--- src/rtl/proc_ctrl_pkg.sv ---
// Shared definitions for the processor control FSM: opcode constants and state type.
package proc_pkg;

  localparam logic [2:0] OP_MV   = 3'b000;
  localparam logic [2:0] OP_MVI  = 3'b001;
  localparam logic [2:0] OP_ADD  = 3'b010;
  localparam logic [2:0] OP_SUB  = 3'b011;
  localparam logic [2:0] OP_MVNZ = 3'b100;

  typedef enum logic [1:0] {
    T0 = 2'd0,
    T1 = 2'd1,
    T2 = 2'd2,
    T3 = 2'd3
  } state_t;

endpackage

--- src/rtl/proc_ctrl_if.sv ---
// Control bundle between the sequencer and the datapath: instruction/start inputs and
// the register/bus enables the sequencer produces.
interface proc_ctrl_if;
  logic       Run;
  logic [8:0] IR;
  logic       G_nz;
  logic       IRin;
  logic [7:0] Rin;
  logic [7:0] Rout;
  logic       Ain;
  logic       Gin;
  logic       Gout;
  logic       DINout;
  logic       AddSub;
  logic       Done;

  modport master (
    input  Run, IR, G_nz,
    output IRin, Rin, Rout, Ain, Gin, Gout, DINout, AddSub, Done
  );

  modport slave (
    output Run, IR, G_nz,
    input  IRin, Rin, Rout, Ain, Gin, Gout, DINout, AddSub, Done
  );
endinterface

--- src/rtl/proc_ctrl_dec3to8.sv ---
// 3-to-8 one-hot decoder with enable; output is all zeros when disabled.
module dec3to8 (
  input  logic [2:0] w_i,
  input  logic       en_i,
  output logic [7:0] y_o
);

  always_comb begin
    y_o = '0;
    if (en_i) y_o[w_i] = 1'b1;
  end

endmodule

--- src/rtl/proc_ctrl.sv ---
// Four-step instruction sequencer (T0 fetch, T1..T3 execute) for a simple bus processor.
// Optional mvnz instruction is enabled by defining PROC_CTRL_MVNZ_EN.
module proc_ctrl
  import proc_pkg::*;
(
  input  logic         Clock,
  input  logic         set_0,
  proc_ctrl_if.master  bus
);

  state_t     state_q, state_d;
  logic [2:0] op, rx, ry;
  logic [2:0] routSel;
  logic       rinEn, routEn;
  logic       irin, ain, gin, gout, dinout, addSub, done;
  logic       isArith;

  assign op      = bus.IR[8:6];
  assign rx      = bus.IR[5:3];
  assign ry      = bus.IR[2:0];
  assign isArith = (op == OP_ADD) || (op == OP_SUB);

  always_ff @(posedge Clock) begin
    if (set_0) state_q <= T0;
    else       state_q <= state_d;
  end

  // Rin always targets Rx; Rout picks Rx or Ry depending on the step.
  always_comb begin
    state_d = state_q;
    irin    = 1'b0;
    rinEn   = 1'b0;
    routEn  = 1'b0;
    routSel = ry;
    ain     = 1'b0;
    gin     = 1'b0;
    gout    = 1'b0;
    dinout  = 1'b0;
    addSub  = 1'b0;
    done    = 1'b0;

    case (state_q)
      T0: begin
        irin = bus.Run;
        if (bus.Run) state_d = T1;
      end
      T1: begin
        state_d = T0;
        case (op)
          OP_MV: begin
            routEn = 1'b1;
            rinEn  = 1'b1;
            done   = 1'b1;
          end
          OP_MVI: begin
            dinout = 1'b1;
            rinEn  = 1'b1;
            done   = 1'b1;
          end
          OP_ADD, OP_SUB: begin
            routSel = rx;
            routEn  = 1'b1;
            ain     = 1'b1;
            state_d = T2;
          end
`ifdef PROC_CTRL_MVNZ_EN
          OP_MVNZ: begin
            routEn = bus.G_nz;
            rinEn  = bus.G_nz;
            done   = 1'b1;
          end
`endif
          default: done = 1'b1;
        endcase
      end
      T2: begin
        state_d = T0;
        if (isArith) begin
          routEn  = 1'b1;
          gin     = 1'b1;
          addSub  = bus.IR[6];
          state_d = T3;
        end
      end
      T3: begin
        state_d = T0;
        if (isArith) begin
          gout  = 1'b1;
          rinEn = 1'b1;
          done  = 1'b1;
        end
      end
      default: state_d = T0;
    endcase

    // Reset silences every enable immediately, even mid-instruction.
    if (set_0) begin
      irin   = 1'b0;
      rinEn  = 1'b0;
      routEn = 1'b0;
      ain    = 1'b0;
      gin    = 1'b0;
      gout   = 1'b0;
      dinout = 1'b0;
      addSub = 1'b0;
      done   = 1'b0;
    end
  end

  dec3to8 uRinDec (
    .w_i  (rx),
    .en_i (rinEn),
    .y_o  (bus.Rin)
  );

  dec3to8 uRoutDec (
    .w_i  (routSel),
    .en_i (routEn),
    .y_o  (bus.Rout)
  );

  assign bus.IRin   = irin;
  assign bus.Ain    = ain;
  assign bus.Gin    = gin;
  assign bus.Gout   = gout;
  assign bus.DINout = dinout;
  assign bus.AddSub = addSub;
  assign bus.Done   = done;

endmodule

--- src/flat_wrapper.sv ---
// flat-port wrapper written by rule: the top's interface ports become plain ports
module proc_ctrl_flat import proc_pkg::*;
  (Clock, set_0, bus_Run, bus_IR, bus_G_nz, bus_IRin, bus_Rin, bus_Rout, bus_Ain, bus_Gin, bus_Gout, bus_DINout, bus_AddSub, bus_Done);
  proc_ctrl_if bus_i ();
  input  logic Clock;
  input  logic set_0;
  input wire logic [$bits(bus_i.Run)-1:0] bus_Run;
  input wire logic [$bits(bus_i.IR)-1:0] bus_IR;
  input wire logic [$bits(bus_i.G_nz)-1:0] bus_G_nz;
  output wire logic [$bits(bus_i.IRin)-1:0] bus_IRin;
  output wire logic [$bits(bus_i.Rin)-1:0] bus_Rin;
  output wire logic [$bits(bus_i.Rout)-1:0] bus_Rout;
  output wire logic [$bits(bus_i.Ain)-1:0] bus_Ain;
  output wire logic [$bits(bus_i.Gin)-1:0] bus_Gin;
  output wire logic [$bits(bus_i.Gout)-1:0] bus_Gout;
  output wire logic [$bits(bus_i.DINout)-1:0] bus_DINout;
  output wire logic [$bits(bus_i.AddSub)-1:0] bus_AddSub;
  output wire logic [$bits(bus_i.Done)-1:0] bus_Done;
  assign bus_i.Run = bus_Run;
  assign bus_i.IR = bus_IR;
  assign bus_i.G_nz = bus_G_nz;
  assign bus_IRin = bus_i.IRin;
  assign bus_Rin = bus_i.Rin;
  assign bus_Rout = bus_i.Rout;
  assign bus_Ain = bus_i.Ain;
  assign bus_Gin = bus_i.Gin;
  assign bus_Gout = bus_i.Gout;
  assign bus_DINout = bus_i.DINout;
  assign bus_AddSub = bus_i.AddSub;
  assign bus_Done = bus_i.Done;
  proc_ctrl u_core (.Clock(Clock), .set_0(set_0), .bus(bus_i));
endmodule
--- config.mk ---
export PLATFORM = sky130hd
export DESIGN_NAME = proc_ctrl_flat
export DESIGN_NICKNAME = d
export VERILOG_FILES = /design/src/rtl/proc_ctrl_pkg.sv /design/src/rtl/proc_ctrl_if.sv /design/src/rtl/proc_ctrl_dec3to8.sv /design/src/rtl/proc_ctrl.sv /design/src/flat_wrapper.sv
export SDC_FILE = /design/constraint.sdc
export NUM_CORES = 1
export LEC_CHECK = 0
export BUFFER_PORTS_ARGS = -buffer_cell sky130_fd_sc_hd__buf_2
export CAP_MARGIN = 40
export CELL_PAD_IN_SITES_DETAIL_PLACEMENT = 0
export CELL_PAD_IN_SITES_GLOBAL_PLACEMENT = 1
export CORE_MARGIN = 2
export CORE_UTILIZATION = 27
export DETAILED_ROUTE_END_ITERATION = 8
export HOLD_SLACK_MARGIN = 0.03
export PLACE_DENSITY_LB_ADDON = 0.1
export SLEW_MARGIN = 5
export SYNTH_ARGS = -nofsm -noshare
export SYNTH_HDL_FRONTEND = slang
export SYNTH_SLANG_ARGS = --single-unit
--- constraint.sdc ---
create_clock -name Clock -period 2.3 [get_ports Clock]
set_input_delay 0.345 -clock Clock [delete_from_list [all_inputs] [get_ports Clock]]
set_output_delay 0.345 -clock Clock [all_outputs]
set_load 0.005 [all_outputs]
# Yosys cells after proc, flatten, opt, wreduce, memory -nomap -nowiden
# Index checks and enable logic that the tools add are counted.
# Widths: inputs -> output; s select.
# op_classes
order_cmp,4
eq_ne,7
mux,37
n_reduce_logical,8
# ops
op,count
$mux 1,24
$mux 8,2
$lt 3x4->1 const B,2
$pmux 2 s4,1
$demux 1 s3,2
$eq 3x2->1 const B,2
$ge 3x1->1 const B,2
$mux 2,3
$mux 3,2
$pmux 1 s2,3
$eq 2x2->1 const B,2
$reduce_or 2->1,2
$eq 3x1->1 const B,1
$logic_not 3->1,1
$reduce_or 3->1,1
$eq 2x1->1 const B,1
$logic_and 1x1->1,2
$logic_not 2->1,1
$ne 2x2->1 const B,1
$logic_or 1x1->1,1
# word_totals
regBits,2
out_inout_bits,23
elab_cells,57

# Logic depth before layout (Yosys ltp)
# Gate-level depths: netlist of run 1.
# logic_depth
depth_word,9
ltp_mapped,5
mapped_depth_nobuf,5

# By module
# Synthesis of run 1 repeated with hierarchy kept, for this count alone.
# hier_totals
cells_unflattened,52
hier_area_um2,503.0
# by_module_without_submodules
module,instances,cells_per_inst,area_each_um2,seq_area_each_um2
proc_ctrl,1,36,311.5,40.0
dec3to8 at u_core.uRinDec,1,8,96.3,0.0
dec3to8 at u_core.uRoutDec,1,8,95.1,0.0

# Least setup slack after synthesis of run 1
# Ideal clock, no wire load.
# synth_timing
kind,register to output
start,register u_core.state_q[1]
end,output port bus_Rout[0]
arrival_time_ps,1453
setup_slack_ps,502
path_stages_with_launch,6
n_path_buf,0
cell_sequence,dfxtp_1 > inv_1 > ha_1 > nand3b_4 > mux2_2 > nor4_1
# synth_via
elab_chain_len,7
word_cells_on_any_way,11
cone_classes,order compare: 2; eq/ne: 2; mux: 6; reduce/logical: 1
# synth_lines
element,line_no,source
from (decl),proc_ctrl.sv:11,"state_t state_q, state_d;"
from (signal assigned),proc_ctrl.sv:25,else state_q <= state_d;
$eq 2x1->1,proc_ctrl.sv:42,case (state_q)
$mux 3,proc_ctrl.sv:42,
$lt 3x4->1 (implied by the code) or $ge 3x1->1 (tied branches),proc_ctrl_dec3to8.sv:10,if (en_i) y_o[w_i] = 1'b1;
$logic_and 1x1->1 (implied by the code),proc_ctrl_dec3to8.sv:10,
$mux 1 (implied by the code),proc_ctrl_dec3to8.sv:10,
$demux 1 s3,proc_ctrl_dec3to8.sv:10,
$mux 8 (*),proc_ctrl_dec3to8.sv:10,
to (decl),flat_wrapper.sv:12,output wire logic [$bits(bus_i.Rout)-1:0] bus_Rout;
# Mark *: on every way between the ends. The rest lies on a longest branch, timed or not.

# Worst setup path in the final report of run 1
# layout_timing
start,register u_core.state_q[1]
end,output port bus_Rout[5]
# Same word-level chain as after synthesis.

==> results of run 1 <==
[power by group]
part / leakage (nW) / switching, mW / internal, mW / total, mW
Clock: 0.0138 / 0.0165 / 0.0573 / 0.0737
Sequential: 0.0164 / 0.00289 / 0.0374 / 0.0402
Combinational: 0.363 / 0.0448 / 0.0389 / 0.0837
Total: 0.393 / 0.0641 / 0.134 / 0.198
[cells in the mapped netlist (all sizes together) (2+ instances only)]
cell type	instances	share of area [%]
a211oi	2	3.2
nor4	9	12
mux2i	4	8.6
and3	3	4.8
ha	5	13
nand2b	2	2.7
dfxtp	2	8.6
nor2b	3	4.0
nand2	3	2.4
mux2	4	10
inv	3	2.4
nor3	5	5.4
nor2	4	3.2
[worst min path at each step]
stage | from | endpoint | slack (ns)
after floorplan | set_0 | u_core.state_q[1] | 0.41
after global placement | u_core.state_q[1] | u_core.state_q[1] | 0.49
after detailed placement | u_core.state_q[1] | u_core.state_q[1] | 0.50
after CTS | set_0 | u_core.state_q[1] | 0.36
after global routing | set_0 | u_core.state_q[1] | 0.36
final | set_0 | u_core.state_q[1] | 0.36
[timing repair]
item                       4_1_cts  5_1_grt
gates resized for setup          1        2
setup endpoints to repair        1        8
gates cloned                     0        0
setup buffers                    0        0
[final cells by class]
type / count / share of cell area (%)
Clock buffer: 3 / 3.21
Inverter: 3 / 1.60
Multi-Input combinational cell: 53 / 61.1
Sequential cell: 2 / 5.70
Tap cell: 17 / 3.03
Timing Repair Buffer: 35 / 25.3
[worst max-delay path, cell delays in order, from the launching register on]
cell and delay, ns:
dfxtp_1 0.36, inv_1 0.11, ha_4 0.20, nand3b_4 0.12
mux2_2 0.38, nor4_1 0.23, buf_2 0.16
[through the flow]
step,instance area (um2),cells,power [mW],hold slack (ns)
after floorplan,465,59,0.0903,0.414
after global placement,661,110,0.119,0.489
after detailed placement,661,110,0.119,0.497
after CTS,689,113,0.198,0.359
after global routing,702,113,0.223,0.357
final,702,113,0.198,0.361
[metal layers]
| metal | vias up | track usage [%] |
|---|---|---|
| li1 | 307 | - |
| met1 | 232 | 16.1 |
| met2 | 23 | 18.0 |
| met3 | 0 | 2.78 |
| met4 | 0 | 1.76 |
| met5 | - | 0 |
[logic make-up (layout without fill, tap and decap cells)]
kind of cell,after synthesis,count (layout)
AOI/OAI and AO/OA,4,4
muxes,8,8
DFF,2,2
and+or+nand+nor,36,36
buffers and inverters,4,41
adders and majority gates,5,5
==> key figures, run 1 <==
Worst setup path
  – R2R Path End: u_core.state_q[1]
  – Crit path capture: bus_Rout[5]
  – Worst endpoint data arrival time: about 1.8 ns
  – Worst endpoint required time: around 2.0 ns
  – Crit path max fanout: 7
  – Setup CP Type: register to output pin
  – CP Launch Point: u_core.state_q[1]
  – RR Startpoint: u_core.state_q[0]
  – Slack of the worst reg-to-reg path: between 0.9 and 1 ns
  – Worst Setup End Kind: output pin
  – Worst Setup Start Kind: register
  – Reg2reg path depth: 5

Synth
  – Synth unique cells: 24
  – Post-Synth Adder-Cell Area: between 10% and 20%
  – Post-synth EDFFs: 0
  – Syn nets: 77
  – Register area share after synthesis: under 10%
  – Ys flop type: dfxtp_1
  – XOR/XNOR share of the synthesized area: 0%
  – Mapped Avg Cell Area: about 8 um2
  – Ys async rst share: 0%
  – Post-synthesis mux area share: between 10% and 20%
  – Post-Syn Instances: just under 60
  – FF+latch count, synth: 2
  – Compound-Gate Fraction of Synth Area: between 6 and 7%
  – Largest family of logic cells by synthesized area: simple AND/OR/NAND/NOR gates
  – Post-synthesis simple-gate area fraction: 49.5%
  – Post-Synthesis Cell Area: approximately 470 um2
  – Yosys Warn Count: 0

Placement
  – GP Congestion: around 0.7
  – I/O Buffers: 34
  – DP HPWL: ~1000 um
  – Setup Slack @ Placement: about 0.24 ns

Final layout
  – Commonest non-fill, non-tap cell in the layout: buf_2
  – # nets final: between 100 and 150
  – Fillers: 190
  – Max reg flops: 2
  – Layout cells sized above 1: between 50% and 60%
  – Area of the multi-input gates: 429 um2
  – Most flop-heavy register: u_core.state_q
  – Sequential cell area: between 40 and 50 um2
  – Layout Utilization: a little over two fifths
  – Top flop regs: u_core.state_q x2
  – Diode count: 0
  – Area Growth Syn to Fin: 50.8%
  – Most frequent cells in the layout: buf_2, nor4_1, nor3_1

GRT
  – Initial antenna violation count: 0
  – Largest net degree at the start of global routing: 9
  – First-pass GRT wire length: ~1800 um
  – Total GRT Usage: between 10 and 15%
  – Grt total ovfl: 0
  – Vias in the first global route: about 460

Power
  – P_leak: just under 0.4 nW
  – Max IR drop VDD: about 0.00018 V
  – Power density cells: around 280 nW/um2

Routing
  – Via density: roughly 5.0
  – DR WL/cell: between 10 and 15 um
  – DRT antenna net count: 0
  – DRT iter0 DRCs: 5
  – Routed via count: 562
  – Total Routed Length: around 1200 um
  – TritonRoute pass-1 iters: 3
  – Metal3 WL: around 100 um
  – Highest metal used: met3
  – DR WL met2: 488 um
  – Metal-1 WL: 613 um
  – Residual DRC: 0

Timing
  – Setup TNS: 0 ns
  – Normalized max-slew margin: approximately 75%
  – Tcrit/Tclk final: 92.3%
  – Final Max Tran Viols: 0
  – Final hold viol count: 0
  – Worst Max-Slew Pin Slew: 0.377 ns
  – Final min period: around 2.1 ns
  – Finish-stage setup viols: 0
  – Final worst slack: about 0.18 ns
  – Fmax: ~470 MHz
  – RSZ-0062 raised after global routing: false
  – Clk_skew: roughly 0.0022 ns

Clocking
  – Clk_lat worst skew: 0.22 ns
  – Clock transition at the registers of the reported paths: 0.03 ns
  – TritonCTS Buffers: 3
  – Clock Path Buffers: 2
  – Clock Sinks: 2
  – CTS Hold Bufs: 0
  – H-tree depth: 1
  – CTS tree: built
  – Clock root buffer: clkbuf_4

Die
  – Chip width: roughly 46 um
  – CORE AREA: 1670 um2
  – Ports: 36
  – Row cnt: 15
  – Die area: 2070 um2
  – Die Ht: 45.5 um
  – Starting density of the core: approximately 28%

Worst hold path
  – Worst min-delay path class: primary input to register
  – Hold Path Stages: 2

Run status
  – Status: complete, no violations

Flow run
  – Max-Cap Viols: 0
Note: power is estimated with default switching activity, not from simulation.
==> inputs of run 2 (changes only) <==
- CELL_PAD_IN_SITES_DETAIL_PLACEMENT: 0 -> default
- CELL_PAD_IN_SITES_GLOBAL_PLACEMENT: 1 -> default
- CORE_UTILIZATION: 27 -> 30
- PLACE_DENSITY_LB_ADDON: 0.1 -> default
==> key figures, run 2 (synthesis gave the netlist of run 1 again) <==
Routing
  – DR WL/cell: around 11 um
  – Total Routed Length: 1260 um
  – TritonRoute pass-1 iters: 2
  – Routed via count: a little under 600
  – DRT iter0 DRCs: 4
  – Residual DRC: 0
  – DRT antenna net count: 0
  – Via density: a little over 5

Clocking
  – Setup Fix Bufs, Post-CTS: 0
  – Clock root buffer: clkbuf_4
  – TritonCTS Buffers: 3
  – H-tree depth: 1
  – Clock Sinks: 2
  – Clock Path Buffers: 2
  – CTS tree: built
  – Clock transition at the registers of the reported paths: approximately 0.030 ns
  – Clk_lat worst skew: approximately 0.22 ns

Timing
  – RSZ-0062 raised after global routing: true
  – Final min period: approximately 2.1 ns
  – Tcrit/Tclk final: between 90 and 100%
  – Finish-stage setup viols: 0
  – Normalized max-slew margin: 75.7%
  – Worst Max-Slew Pin Slew: about 0.35 ns
  – Fmax: ~470 MHz
  – Clk_skew: ~0.0017 ns
  – Final Max Tran Viols: 0
  – Final hold viol count: 0

Worst hold path
  – Hold Path Sink: u_core.state_q[1]
  – Hold Path Stages: 2
  – Worst Hold Launch: set_0
  – Worst min-delay path class: primary input to register

Worst setup path
  – CP peak stage delay: 0.39 ns
  – Crit path max fanout: 7
  – R2R Path End: u_core.state_q[1]
  – Setup CP Type: register to output pin
  – Reg2reg path depth: 5
  – Worst endpoint required time: roughly 2 ns
  – Critical-path cell list: inv_1 > ha_4 > nand3b_4 > mux2_2 > nor4_1 > buf_2
  – Worst endpoint data arrival time: ~1.8 ns
  – RR Startpoint: u_core.state_q[0]
  – Worst Setup End Kind: output pin
  – Worst Setup Start Kind: register
  – Slack of the worst reg-to-reg path: 0.94 ns
  – Critical path's slowest cell: mux2_2

GRT
  – Vias in the first global route: between 500 and 600
  – First-pass GRT wire length: 2180 um
  – Initial antenna violation count: 0
  – Largest net degree at the start of global routing: 9
  – Total GRT Usage: between 10 and 15%
  – Grt total ovfl: 0

Final layout
  – Top flop regs: u_core.state_q x2
  – Most frequent cells in the layout: buf_2, nor4_1, nor3_1
  – Area Growth Syn to Fin: 50.5%
  – Sequential cell area: 40.0 um2
  – Commonest non-fill, non-tap cell in the layout: buf_2
  – Area of the multi-input gates: roughly 430 um2
  – Layout Utilization: a little under half
  – Max reg flops: 2
  – Most flop-heavy register: u_core.state_q
  – Layout cells sized above 1: 52.1%
  – # nets final: around 120
  – Post-route cell area: approximately 700 um2
  – Diode count: 0
  – Fillers: 163

Placement
  – DP Area: between 600 and 700 um2
  – DP HPWL: roughly 1000 um
  – I/O Buffers: 34
  – GP Congestion: between 0.7 and 0.8

Power
  – P_leak: 0.393 nW
  – Total power: around 200 uW
  – Max IR drop VDD: about 0.00016 V
  – Power density cells: approximately 290 nW/um2

Die
  – Row cnt: 14
  – Die Ht: approximately 43 um
  – CORE AREA: around 1500 um2
  – Chip width: about 43 um
  – Starting density of the core: 31.6%
  – Die area: between 1500 and 2000 um2
  – Ports: 36

Run status
  – Status: complete, no violations

Flow run
  – Max-Cap Viols: 0
[run 2: timing repair]
item,CTS,global route
hold buffers,0,0
pin swaps,0,0
gates resized for setup,1,2
endpoints found under the setup margin,8,8
[run 2: report_power, final]
group	leakage [nW]	internal, mW	switching (mW)
Sequential	0.0164	0.0373	0.00305
Combinational	0.363	0.0390	0.0451
Clock	0.0138	0.0576	0.0202
[run 2: cell type report]
class	instances	share of cell area [%]
clock buffers	3	3.21
inverters	3	1.61
multi-input cells	53	61.3
flip-flops and latches	2	5.71
well taps	16	2.86
repair buffers	35	25.4
[run 2: worst max-delay path by stage]
stage	start	endpoint	depth (start not counted)	slack (ns)
detailed placement	u_core.state_q[1]	bus_Rout[3]	6	0.21
global placement	u_core.state_q[1]	bus_Rout[4]	6	0.27
finish	u_core.state_q[1]	bus_Rout[1]	6	0.15
CTS	u_core.state_q[1]	bus_Rout[1]	6	0.02
floorplan	u_core.state_q[1]	bus_Rout[0]	5	0.50
global route	u_core.state_q[1]	bus_Rout[4]	6	-0.006
[run 2: through the flow]
stage               hold slack [ns]  TNS, ns  worst slack, ns  std cells
global placement              0.486        0            0.270        109
CTS                           0.336        0           0.0218        112
floorplan                     0.414        0            0.502         59
finish                        0.352        0            0.150        112
detailed placement            0.493        0            0.212        109
global route                  0.370  -0.0112         -0.00578        112
[run 2: metal layers]
layer	global-route usage, %	vias up	part of all wire [%]
li1	-	301	-
met1	18.3	259	45
met4	5.45	0	0
met2	25.7	22	49
met5	0	-	0
met3	0	0	6.4
[run 2: critical path, delay by kind of cell (launching register included)]
| family | cells | cell delay (ns) |
|---|---|---|
| flip-flops | 1 | 0.37 |
| adder cells (fa/ha/maj) | 1 | 0.20 |
| multiplexers | 1 | 0.39 |
| AND/OR/NAND/NOR | 2 | 0.34 |
| buffers and inverters | 2 | 0.28 |
==> inputs of run 3 (changes only) <==
==> constraint.sdc (replaced) <==
create_clock -name Clock -period 2.3 [get_ports Clock]
set_input_delay 0.46 -clock Clock [delete_from_list [all_inputs] [get_ports Clock]]
set_output_delay 0.46 -clock Clock [all_outputs]
set_load 0.005 [all_outputs]
==> key figures, run 3 (synthesis gave the netlist of run 1 again) <==
Clocking
  – CTS tree: built
  – Clock transition at the registers of the reported paths: approximately 0.03 ns
  – Clock Path Buffers: 2
  – H-tree depth: 1
  – Clock Sinks: 2
  – Clk_lat worst skew: about 0.22 ns
  – TritonCTS Buffers: 3
  – CTS Hold Bufs: 0
  – Clock root buffer: clkbuf_4

GRT
  – Grt total ovfl: 0
  – First-pass GRT wire length: between 2000 and 2500 um
  – Total GRT Usage: around 15%
  – Largest net degree at the start of global routing: 9
  – Initial antenna violation count: 0
  – Vias in the first global route: around 530

Final layout
  – # nets final: around 120
  – Most frequent cells in the layout: buf_2, nor3_1, nor4_2
  – Max reg flops: 2
  – Area Growth Syn to Fin: 63.7%
  – Post-route cell area: between 700 and 800 um2
  – Layout cells sized above 1: approximately 60%
  – Fillers: roughly 160
  – Sequential cell area: approximately 41 um2
  – Diode count: 0
  – Most flop-heavy register: u_core.state_q
  – Top flop regs: u_core.state_q x2
  – Layout Utilization: 51.8%
  – Commonest non-fill, non-tap cell in the layout: buf_2
  – Area of the multi-input gates: 482 um2

Worst setup path
  – Critical-path cell list: inv_2 > ha_4 > nand3b_4 > mux2_4 > nor4_1 > buf_2
  – Crit path max fanout: 7
  – Reg2reg path depth: 5
  – WP buf/inv: 2
  – CP peak stage delay: 0.36 ns
  – Critical path's slowest cell: mux2_4
  – Worst Setup End Kind: output pin
  – Worst Setup Start Kind: register
  – Worst endpoint data arrival time: 1.85 ns
  – Largest delay contributor family on the critical path: simple AND/OR/NAND/NOR gates
  – Worst path depth: 6
  – Setup CP Type: register to output pin
  – Worst endpoint required time: ~1.8 ns

Routing
  – Metal3 WL: about 87 um
  – Via density: 5.33
  – TritonRoute pass-1 iters: 4
  – DR WL/cell: 12.5 um
  – Routed via count: 602
  – DRT iter0 DRCs: 3
  – Highest metal used: met3
  – DRT antenna net count: 0
  – Metal-1 WL: between 600 and 700 um
  – Residual DRC: 0
  – Total Routed Length: 1410 um
  – DR WL met2: slightly above 700 um

Timing
  – Tcrit/Tclk final: 100%
  – RSZ-0062 raised after global routing: true
  – Finish-stage setup viols: 1
  – Final Max Tran Viols: 0
  – Worst Max-Slew Pin Slew: roughly 0.5 ns
  – Final min period: between 2 and 2.5 ns
  – Setup TNS: -0.00736 ns
  – Fmax: around 430 MHz
  – Normalized max-slew margin: 65.8%
  – Final worst slack: -0.00736 ns
  – Final hold viol count: 0
  – Clk_skew: about 0.0031 ns

Flow run
  – Max-Cap Viols: 0

Die
  – Ports: 36
  – Die area: 1880 um2
  – Die Ht: between 40 and 50 um
  – CORE AREA: ~1500 um2
  – Row cnt: 14
  – Chip width: around 43 um
  – Starting density of the core: about a third

Run status
  – Status: finished, violations left
  – Failing checks: setup timing

Placement
  – I/O Buffers: 34
  – DP Area: around 660 um2
  – GP Congestion: 0.771
  – DP HPWL: between 1000 and 1500 um

Worst hold path
  – Worst min-delay path class: primary input to register
  – Hold Path Stages: 2

Power
  – Power density cells: 285 nW/um2
  – Max IR drop VDD: between 0.00015 and 0.0002 V
  – P_leak: around 0.4 nW
[run 3: cell count changes in the layout (fill, tap and decap cells not counted), sizes merged]
cell	change
buf	+1
[run 3: timing repair]
item | CTS | global route
setup endpoints to repair | 8 | 8
hold endpoints to repair | 0 | 0
setup buffers | 0 | 1
resized for setup | 5 | 9
pin swaps | 4 | 0
[run 3: area by class of cell]
type | count | area share (%)
Clock buffer | 3 | 2.96
Inverter | 3 | 1.48
Sequential cell | 2 | 5.42
Multi-Input combinational cell | 53 | 63.2
Tap cell | 16 | 2.63
Timing Repair Buffer | 36 | 24.3
[run 3: worst reg2reg max path: cells and delay by family (launching register included)]
family                     cells  cell delay [ns]
buffers and inverters          1             0.12
AOI/OAI and AO/OA              1             0.07
and+or+nand+nor                2             0.45
adders and majority gates      1             0.24
DFF                            1             0.39
[run 3: worst paths after layout]
path / to / startpoint / slack [ns]
hold reg to reg: u_core.state_q[1] / u_core.state_q[1] / 0.48
hold / removal: u_core.state_q[1] / set_0 / 0.46
setup / recovery: bus_Rout[6] / u_core.state_q[1] / -0.007
setup reg to reg: u_core.state_q[1] / u_core.state_q[0] / 0.92
[run 3: report_power, final]
group	internal, mW	switching, mW
Combinational	0.0445	0.0535
Sequential	0.0374	0.00308
Clock	0.0577	0.0208
Total	0.140	0.0774
[run 3: per-layer routing]
| metal | vias up | global-route usage, % |
|---|---|---|
| li1 | 303 | - |
| met1 | 275 | 18.5 |
| met2 | 24 | 26.3 |
| met3 | 0 | 0 |
| met4 | 0 | 5.45 |
| met5 | - | 0 |
[run 3: per-stage QoR]
step                std cells  hold WS, ns  total power, mW  setup WS [ns]
global route              113        0.479            0.234        -0.0605
detailed placement        109        0.493            0.120         0.0967
CTS                       112        0.451            0.211        0.00215
finish                    113        0.460            0.217       -0.00736
floorplan                  59        0.459           0.0903          0.387
global placement          109        0.486            0.118          0.155
